<file path="src/rtl/systolic_pkg.sv">
// Shared definitions for the output-stationary systolic engine.
//   state_e    : controller state encoding (IDLE/STREAM/DRAIN/OUTPUT)
//   DEF_*      : default geometry and operand widths
//   clog2      : ceiling log2 for parameter arithmetic
//   acc_width  : accumulator width that holds MAX_K full-scale products
package systolic_pkg;

    typedef enum logic [1:0] {
        ST_IDLE   = 2'd0,
        ST_STREAM = 2'd1,
        ST_DRAIN  = 2'd2,
        ST_OUTPUT = 2'd3
    } state_e;

    localparam int DEF_ARRAY_SIZE = 4;
    localparam int DEF_DATA_WIDTH = 8;
    localparam int DEF_MAX_K      = 16;

    function automatic int clog2(input int value);
        int res;
        res = 0;
        while ((1 << res) < value) res++;
        return res;
    endfunction

    function automatic int acc_width(input int data_width, input int max_k);
        return 2 * data_width + clog2(max_k);
    endfunction

endpackage

</file>
<file path="src/rtl/os_pe.sv">
// One output-stationary processing element.
//   clk, reset_n : clock, async active-low reset
//   clr_i        : synchronous accumulator clear (job start)
//   a_i / a_o    : A operand in, registered copy out to the right neighbour
//   b_i / b_o    : B operand in, registered copy out to the lower neighbour
//   acc_o        : signed running sum of a_i*b_i
module os_pe
    import systolic_pkg::*;
#(
    parameter int DATA_WIDTH = DEF_DATA_WIDTH,
    parameter int ACC_WIDTH  = acc_width(DEF_DATA_WIDTH, DEF_MAX_K)
) (
    input  logic                         clk,
    input  logic                         reset_n,
    input  logic                         clr_i,
    input  logic signed [DATA_WIDTH-1:0] a_i,
    input  logic signed [DATA_WIDTH-1:0] b_i,
    output logic signed [DATA_WIDTH-1:0] a_o,
    output logic signed [DATA_WIDTH-1:0] b_o,
    output logic signed [ACC_WIDTH-1:0]  acc_o
);

    logic signed [DATA_WIDTH-1:0]   a_q, b_q;
    logic signed [2*DATA_WIDTH-1:0] prod;
    logic signed [ACC_WIDTH-1:0]    acc_q, acc_d;

    // Operands are sign-extended before multiplying so the full signed product is kept.
    assign prod  = (2*DATA_WIDTH)'(a_i) * (2*DATA_WIDTH)'(b_i);
    assign acc_d = clr_i ? '0 : acc_q + ACC_WIDTH'(prod);

    always_ff @(posedge clk or negedge reset_n) begin
        if (!reset_n) begin
            a_q   <= '0;
            b_q   <= '0;
            acc_q <= '0;
        end else begin
            a_q   <= a_i;
            b_q   <= b_i;
            acc_q <= acc_d;
        end
    end

    assign a_o   = a_q;
    assign b_o   = b_q;
    assign acc_o = acc_q;

endmodule

</file>
<file path="src/rtl/systolic_os_engine.sv">
// Output-stationary N x N signed matrix-multiply engine, C = A(NxK) * B(KxN).
//   clk, reset_n          : clock, async active-low reset
//   start, k_len          : job start (IDLE only) and inner dimension 1..MAX_K
//   in_valid/in_ready     : operand beat handshake; a_col = column k of A, b_row = row k of B
//   out_valid/out_ready   : result row handshake; out_row = C[out_idx][*]
//   busy, done            : not-IDLE flag, one-cycle completion pulse
//
// state     | meaning
// ----------+------------------------------------------------------------
// ST_IDLE   | waiting for a legal start; accumulators hold the last result
// ST_STREAM | accepting k_len operand beats into the skew network
// ST_DRAIN  | 2N-1 zero cycles so the last beat reaches PE(N-1,N-1)
// ST_OUTPUT | presenting one C row per out_valid&&out_ready handshake
module systolic_os_engine
    import systolic_pkg::*;
#(
    parameter int  ARRAY_SIZE = DEF_ARRAY_SIZE,
    parameter int  DATA_WIDTH = DEF_DATA_WIDTH,
    parameter int  MAX_K      = DEF_MAX_K,
    parameter int  ACC_WIDTH  = acc_width(DATA_WIDTH, MAX_K),
    localparam int KW         = clog2(MAX_K) + 1,
    localparam int IW         = (ARRAY_SIZE > 1) ? clog2(ARRAY_SIZE) : 1
) (
    input  logic                             clk,
    input  logic                             reset_n,
    input  logic                             start,
    input  logic [KW-1:0]                    k_len,
    input  logic                             in_valid,
    output logic                             in_ready,
    input  logic [ARRAY_SIZE*DATA_WIDTH-1:0] a_col,
    input  logic [ARRAY_SIZE*DATA_WIDTH-1:0] b_row,
    output logic                             out_valid,
    input  logic                             out_ready,
    output logic [ARRAY_SIZE*ACC_WIDTH-1:0]  out_row,
    output logic [IW-1:0]                    out_idx,
    output logic                             busy,
    output logic                             done
);

    localparam int N   = ARRAY_SIZE;
    localparam int DW  = DATA_WIDTH;
    localparam int AW  = ACC_WIDTH;
    localparam int DCW = clog2(2*N);
    localparam logic [DCW-1:0] DRAIN_LEN = DCW'(2*N-1);
    localparam logic [KW-1:0]  K_MAX     = KW'(MAX_K);
    localparam logic [IW-1:0]  LAST_ROW  = IW'(N-1);

    state_e          state_q, state_d;
    logic [KW-1:0]   beats_left_q, beats_left_d;
    logic [DCW-1:0]  drain_cnt_q, drain_cnt_d;
    logic [IW-1:0]   out_idx_q, out_idx_d;
    logic            done_q, done_d;
    logic            accept, clr_acc;

    always_ff @(posedge clk or negedge reset_n) begin
        if (!reset_n) begin
            state_q      <= ST_IDLE;
            beats_left_q <= '0;
            drain_cnt_q  <= '0;
            out_idx_q    <= '0;
            done_q       <= 1'b0;
        end else begin
            state_q      <= state_d;
            beats_left_q <= beats_left_d;
            drain_cnt_q  <= drain_cnt_d;
            out_idx_q    <= out_idx_d;
            done_q       <= done_d;
        end
    end

    always_comb begin
        state_d      = state_q;
        beats_left_d = beats_left_q;
        drain_cnt_d  = drain_cnt_q;
        out_idx_d    = out_idx_q;
        done_d       = 1'b0;
        accept       = 1'b0;
        clr_acc      = 1'b0;
        case (state_q)
            ST_IDLE: begin
                // The done cycle is IDLE but a start seen there is dropped.
                if (start && !done_q && (k_len != '0) && (k_len <= K_MAX)) begin
                    clr_acc      = 1'b1;
                    beats_left_d = k_len;
                    state_d      = ST_STREAM;
                end
            end
            ST_STREAM: begin
                if (in_valid) begin
                    accept       = 1'b1;
                    beats_left_d = beats_left_q - KW'(1);
                    if (beats_left_q == KW'(1)) begin
                        drain_cnt_d = DRAIN_LEN;
                        state_d     = ST_DRAIN;
                    end
                end
            end
            ST_DRAIN: begin
                drain_cnt_d = drain_cnt_q - DCW'(1);
                if (drain_cnt_q == DCW'(1)) state_d = ST_OUTPUT;
            end
            ST_OUTPUT: begin
                if (out_ready) begin
                    if (out_idx_q == LAST_ROW) begin
                        out_idx_d = '0;
                        done_d    = 1'b1;
                        state_d   = ST_IDLE;
                    end else begin
                        out_idx_d = out_idx_q + IW'(1);
                    end
                end
            end
            default: state_d = ST_IDLE;
        endcase
    end

    assign in_ready  = (state_q == ST_STREAM);
    assign out_valid = (state_q == ST_OUTPUT);
    assign busy      = (state_q != ST_IDLE);
    assign done      = done_q;
    assign out_idx   = out_idx_q;

    // a_h[r][c] / b_v[r][c] are the operands presented to PE(r,c).
    logic [DW-1:0] a_h [N][N];
    logic [DW-1:0] b_v [N][N];
    logic [AW-1:0] acc [N][N];
    logic [DW-1:0] a_edge_unused [N];
    logic [DW-1:0] b_edge_unused [N];

    // Row i of A and column i of B are delayed i cycles so that A[r][k] and
    // B[k][c] meet in PE(r,c). Non-accepted cycles inject zeros.
    for (genvar i = 0; i < N; i++) begin : g_skew
        logic [DW-1:0] a_in, b_in;
        assign a_in = accept ? a_col[i*DW +: DW] : '0;
        assign b_in = accept ? b_row[i*DW +: DW] : '0;
        if (i == 0) begin : g_nodly
            assign a_h[0][0] = a_in;
            assign b_v[0][0] = b_in;
        end else begin : g_dly
            logic [DW-1:0] a_dly_q [i];
            logic [DW-1:0] b_dly_q [i];
            always_ff @(posedge clk or negedge reset_n) begin
                if (!reset_n) begin
                    for (int s = 0; s < i; s++) begin
                        a_dly_q[s] <= '0;
                        b_dly_q[s] <= '0;
                    end
                end else begin
                    a_dly_q[0] <= a_in;
                    b_dly_q[0] <= b_in;
                    for (int s = 1; s < i; s++) begin
                        a_dly_q[s] <= a_dly_q[s-1];
                        b_dly_q[s] <= b_dly_q[s-1];
                    end
                end
            end
            assign a_h[i][0] = a_dly_q[i-1];
            assign b_v[0][i] = b_dly_q[i-1];
        end
    end

    for (genvar r = 0; r < N; r++) begin : g_row
        for (genvar c = 0; c < N; c++) begin : g_col
            logic [DW-1:0] a_pass, b_pass;
            os_pe #(.DATA_WIDTH(DW), .ACC_WIDTH(AW)) u_pe (
                .clk     (clk),
                .reset_n (reset_n),
                .clr_i   (clr_acc),
                .a_i     (a_h[r][c]),
                .b_i     (b_v[r][c]),
                .a_o     (a_pass),
                .b_o     (b_pass),
                .acc_o   (acc[r][c])
            );
            if (c < N-1) begin : g_a_fwd
                assign a_h[r][c+1] = a_pass;
            end else begin : g_a_edge
                assign a_edge_unused[r] = a_pass;
            end
            if (r < N-1) begin : g_b_fwd
                assign b_v[r+1][c] = b_pass;
            end else begin : g_b_edge
                assign b_edge_unused[c] = b_pass;
            end
        end
    end

    always_comb begin
        out_row = '0;
        for (int c = 0; c < N; c++) out_row[c*AW +: AW] = acc[out_idx_q][c];
    end

endmodule

</file>
<file path="config.mk">
export PLATFORM = sky130hd
export DESIGN_NAME = systolic_os_engine
export DESIGN_NICKNAME = d
export VERILOG_FILES = /design/src/rtl/systolic_pkg.sv /design/src/rtl/os_pe.sv /design/src/rtl/systolic_os_engine.sv
export SDC_FILE = /design/constraint.sdc
export NUM_CORES = 2
export LEC_CHECK = 0
export BUFFER_PORTS_ARGS = -buffer_cell sky130_fd_sc_hd__clkbuf_2
export CELL_PAD_IN_SITES_DETAIL_PLACEMENT = 2
export CELL_PAD_IN_SITES_GLOBAL_PLACEMENT = 2
export CORE_UTILIZATION = 41
export CTS_CLUSTER_SIZE = 30
export DETAILED_ROUTE_END_ITERATION = 6
export HOLD_SLACK_MARGIN = 0.08
export PLACE_DENSITY = 0.81
export SYNTH_ARGS = -nofsm -noshare
export SYNTH_HDL_FRONTEND = slang
export SYNTH_SLANG_ARGS = --single-unit
</file>
<file path="constraint.sdc">
create_clock -name clk -period 7.22 [get_ports clk]
set_clock_uncertainty 0.1 [all_clocks]
set_input_delay 0.361 -clock clk [delete_from_list [all_inputs] [get_ports clk]]
set_output_delay 0.361 -clock clk [all_outputs]
set_load 0.1 [all_outputs]
</file>
==> metrics.md <==
| Metric | Value |
|---|---|
| Port-buffer cells | `159` |
| Initial antenna violation count | `13` |
| Final cycle utilization of the critical path | `97.6%` |
| Routed vias | `57.6k` |
| Required time of the worst setup path | `7.67 ns` |
| Post-synthesis area per instance | `9.70 sq um` |
| DRC violation total after the first TritonRoute iteration | `3115` |
| HPWL after DPL | `199000 um` |
| Wire length of the first global-routing pass | `424000 um` |
| Most frequently used flop master after synthesis | `dfrtp_1` |
| Via-to-Cell Ratio | `5.65` |
| Number of iterations in the first detailed-routing pass | `7` |
| Htree depth | `3` |
| Routed wire length per instance | `27.0 um` |
| Share of power burned in the clock network | `18.2%` |
| Total Neg Setup Slack | `0 ns` |
| Post-synthesis instance total | `7502` |
| Via count of the first global-routing pass | `69.0k` |
| Critical path capture point type | `register` |
| Count of cell types in the netlist | `80` |
| Switching part of the total | `51.8%` |
| Timing-limited maximum frequency | `142 MHz` |
| Unrepaired setup endpoints after global routing | `true` |
| Number of sinks on the clock net | `621` |
| Class of the most critical hold timing path | `input port to async pin` |
| Final Critical Period | `7.05 ns` |
| Initial Util | `41.3%` |
| Portion of the post-synthesis area used by sequential elements | `21.3%` |
| Worst-path maximum fanout | `9` |
| Leak pwr | `40.2 nW` |
| Skew-Pair Late Insertion Delay | `0.76 ns` |
| Floorplan Core Area | `0.176 sq mm` |
| Cell-internal power | `0.0125 W` |
| FF+latch count, synth | `621` |
| Pin count of the biggest net entering global routing | `165` |
| Share of total power in sequential cells | `24.3%` |
| Number of synthesized flops with an enable pin | `0` |
| Violations in the final reports | `design-rule violations` |
| DRC | `12` |
| Pins over their slew limit | `0` |
| Placement Cell Area | `0.0766 sq mm` |
| Library cell used as clock root buffer | `clkbuf_16` |
| Final nets | `9526` |
| Switch Pwr | `0.0134 W` |
| Die H | `423 um` |
| Overflow after GRT | `0` |
| Post-synth top area share | `24.6%` |
| Die boundary width | `423 um` |
| Worst-path clk slew | `0.06 ns` |
| Most area-hungry cell type in the Yosys netlist | `fa_1` |
| Post-synth ARST share | `100%` |
| Post-synth top cells | `inv_1 (1307), fa_1 (896), ha_1 (779), and2_1 (651), dfrtp_1 (621)` |
| Multi-input gate area | `0.0521 sq mm` |
| Maximum VDD drop | `0.000431 V` |
| Die ar. | `0.179 sq mm` |
| Growth of design area from synthesis to finish | `10.4%` |
| Final wirelength | `275000 um` |
| Number of setup violations in the final report | `0` |
| Global-route usage over all layers | `31.0%` |
| Buffer depth of the longest clock path | `3` |
| Number of nets produced by synthesis | `9251` |
| Startpoint kind of the worst setup timing path | `register` |
| Final count of hold timing violations | `0` |
| IO Count | `160` |
| Post-layout total power | `0.0259 W` |
| Layout fillers | `18.5k` |
| Post-synth design cell area | `0.0728 sq mm` |
| Max-slew headroom at the worst pin | `16.4%` |
| Number of max-cap violations | `0` |
| Fin area | `0.0804 sq mm` |
| Antenna violation net count after detailed routing | `0` |
| Top cells by area, synth | `fa_1 (25%), dfrtp_1 (21%), ha_1 (13%), inv_1 (6.7%), and2_1 (5.6%)` |
| Pwr dens | `322 mW/mm^2` |
| TritonCTS clock tree | `yes` |
| Least-Margin Pin Slew | `1.25 ns` |
| Top-count cell post-synth | `inv_1` |
| Buffers inserted by post-CTS timing repair | `0` |
| Total area of sequential cells | `0.0155 sq mm` |
| Final estimated routing congestion in global placement | `0.867` |
| Yosys warning total | `0` |
| Row Count | `154` |
| Endpoint arrival time on the critical path | `7.50 ns` |
| Portion of total power attributed to combinational logic | `57.5%` |
| Classification of the worst setup path | `register to register` |
| CTS Buf Count | `84` |
| Run status | `finished with violations` |
| Fraction of final layout cells sized beyond drive strength 1 | `6.36%` |
-- registers in the layout, summed over array words and instances, names as in the netlist --
signal / flops
g_row.g_col.u_pe.a_o: 96
a_h: 16
done: 1
beats_left_q: 5
g_skew.g_dly.b_dly_q: 32
drain_cnt_q: 3
g_skew.g_dly.a_dly_q: 32
g_row.g_col.u_pe.acc_o: 320
out_idx: 2
b_v: 16
state_q: 2
g_row.g_col.u_pe.b_o: 96
-- worst max-delay path, cell delays in order, from the launching register on --
cell	delay, ns
dfrtp_1	0.53
and2_1	0.31
fa_1	0.58
inv_1	0.08
fa_1	0.53
inv_1	0.10
fa_1	0.57
inv_1	0.09
fa_1	0.49
inv_1	0.05
ha_1	0.32
a21oi_1	0.23
o21bai_1	0.12
a21oi_1	0.30
o21bai_1	0.15
a21oi_2	0.24
mux2i_1	0.24
nand3_1	0.24
ha_2	0.47
nand3_1	0.09
a211oi_1	0.34
nor4_1	0.15
o31ai_1	0.32
xnor2_1	0.16
nor2_1	0.06
-- placed cells by master, fill, tap and decap left out, types with 127 or more instances in the layout --
| master | netlist | routed |
|---|---|---|
| nand2b_1 | 127 | 127 |
| xnor2_1 | 297 | 295 |
| fa_1 | 896 | 896 |
| nor3_1 | 172 | 172 |
| inv_1 | 1307 | 1307 |
| ha_1 | 779 | 776 |
| clkbuf_2 | 0 | 158 |
| o21ai_0 | 178 | 178 |
| nand2_1 | 459 | 458 |
| and2_1 | 651 | 651 |
| nor2_1 | 445 | 444 |
| dfrtp_1 | 621 | 617 |
| a21oi_1 | 279 | 275 |
-- timing repair --
action	CTS	global route
endpoints found under the hold margin	149	0
resized for setup	0	17
endpoints found under the setup margin	0	13
hold buffers	73	0
-- per-stage QoR --
stage	hold slack (ns)	setup WS [ns]	util [%]	cells
2_1_floorplan	-0.0346	0.233	-	7502
3_3_place_gp	0.232	0.533	43.4	9958
3_5_place_dp	0.238	0.241	43.4	9958
4_1_cts	0.207	0.226	45.5	10200
5_1_grt	0.233	-0.147	45.6	10200
6_report	0.173	0.171	45.6	10200
-- final timing paths --
kind	start	to	slack, ns	cells after the start
max reg2reg	g_row[1].g_col[1].u_pe.b_o[1]	g_row[2].g_col[1].u_pe.acc_o[19]	0.17	24
min	reset_n	g_row[3].g_col[3].u_pe.acc_o[7]	0.17	2
min in group clk	g_skew[2].g_dly.b_dly_q[11]	b_v[107]	0.23	0
min reg2reg	g_skew[2].g_dly.b_dly_q[11]	b_v[107]	0.23	0
max in group asynchronous	reset_n	g_row[0].g_col[1].u_pe.acc_o[12]	5.08	3
max	g_row[1].g_col[1].u_pe.b_o[1]	g_row[2].g_col[1].u_pe.acc_o[19]	0.17	24
-- power groups by stage --
stage | Clock (W) | Sequential (W) | Combinational (W)
2_1_floorplan | 0 | 0.00531 | 0.0112
3_3_place_gp | 0 | 0.00616 | 0.0137
3_5_place_dp | 0 | 0.00624 | 0.0145
4_1_cts | 0.00473 | 0.00622 | 0.0148
5_1_grt | 0.00487 | 0.00639 | 0.0161
6_report | 0.00472 | 0.00630 | 0.0149
-- layer usage --
layer / track usage [%] / routed length [um] / vias to the layer above
li1: - / - / 25000
met1: 34.7 / 104000 / 30600
met2: 56.8 / 145000 / 1390
met3: 3.44 / 9670 / 692
met4: 17.3 / 17100 / 2
met5: 0 / 15 / -
-- cell type report --
class,instances,share of cell area [%]
multi-input cells,5496,64.9
flip-flops and latches,621,19.3
inverters,1307,6.10
well taps,2340,3.64
clock buffers,115,3.05
repair buffers,267,2.32
clock inverters,38,0.638
diodes,7,0.0218
-- kinds of logic (layout without fill, tap and decap cells) --
group	Yosys count	count (layout)	synth area share (%)
xor gates and xnor gates	431	431	5.49
AOI/OAI and AO/OA	1023	1023	9.20
buffers and inverters	1385	1727	7.14
DFF	621	621	21.3
muxes	98	98	2.72
adders and majority gates	1675	1675	38.0
other	0	7	0
and+or+nand+nor	2269	2269	16.1
(Power assumes the default switching activity.)
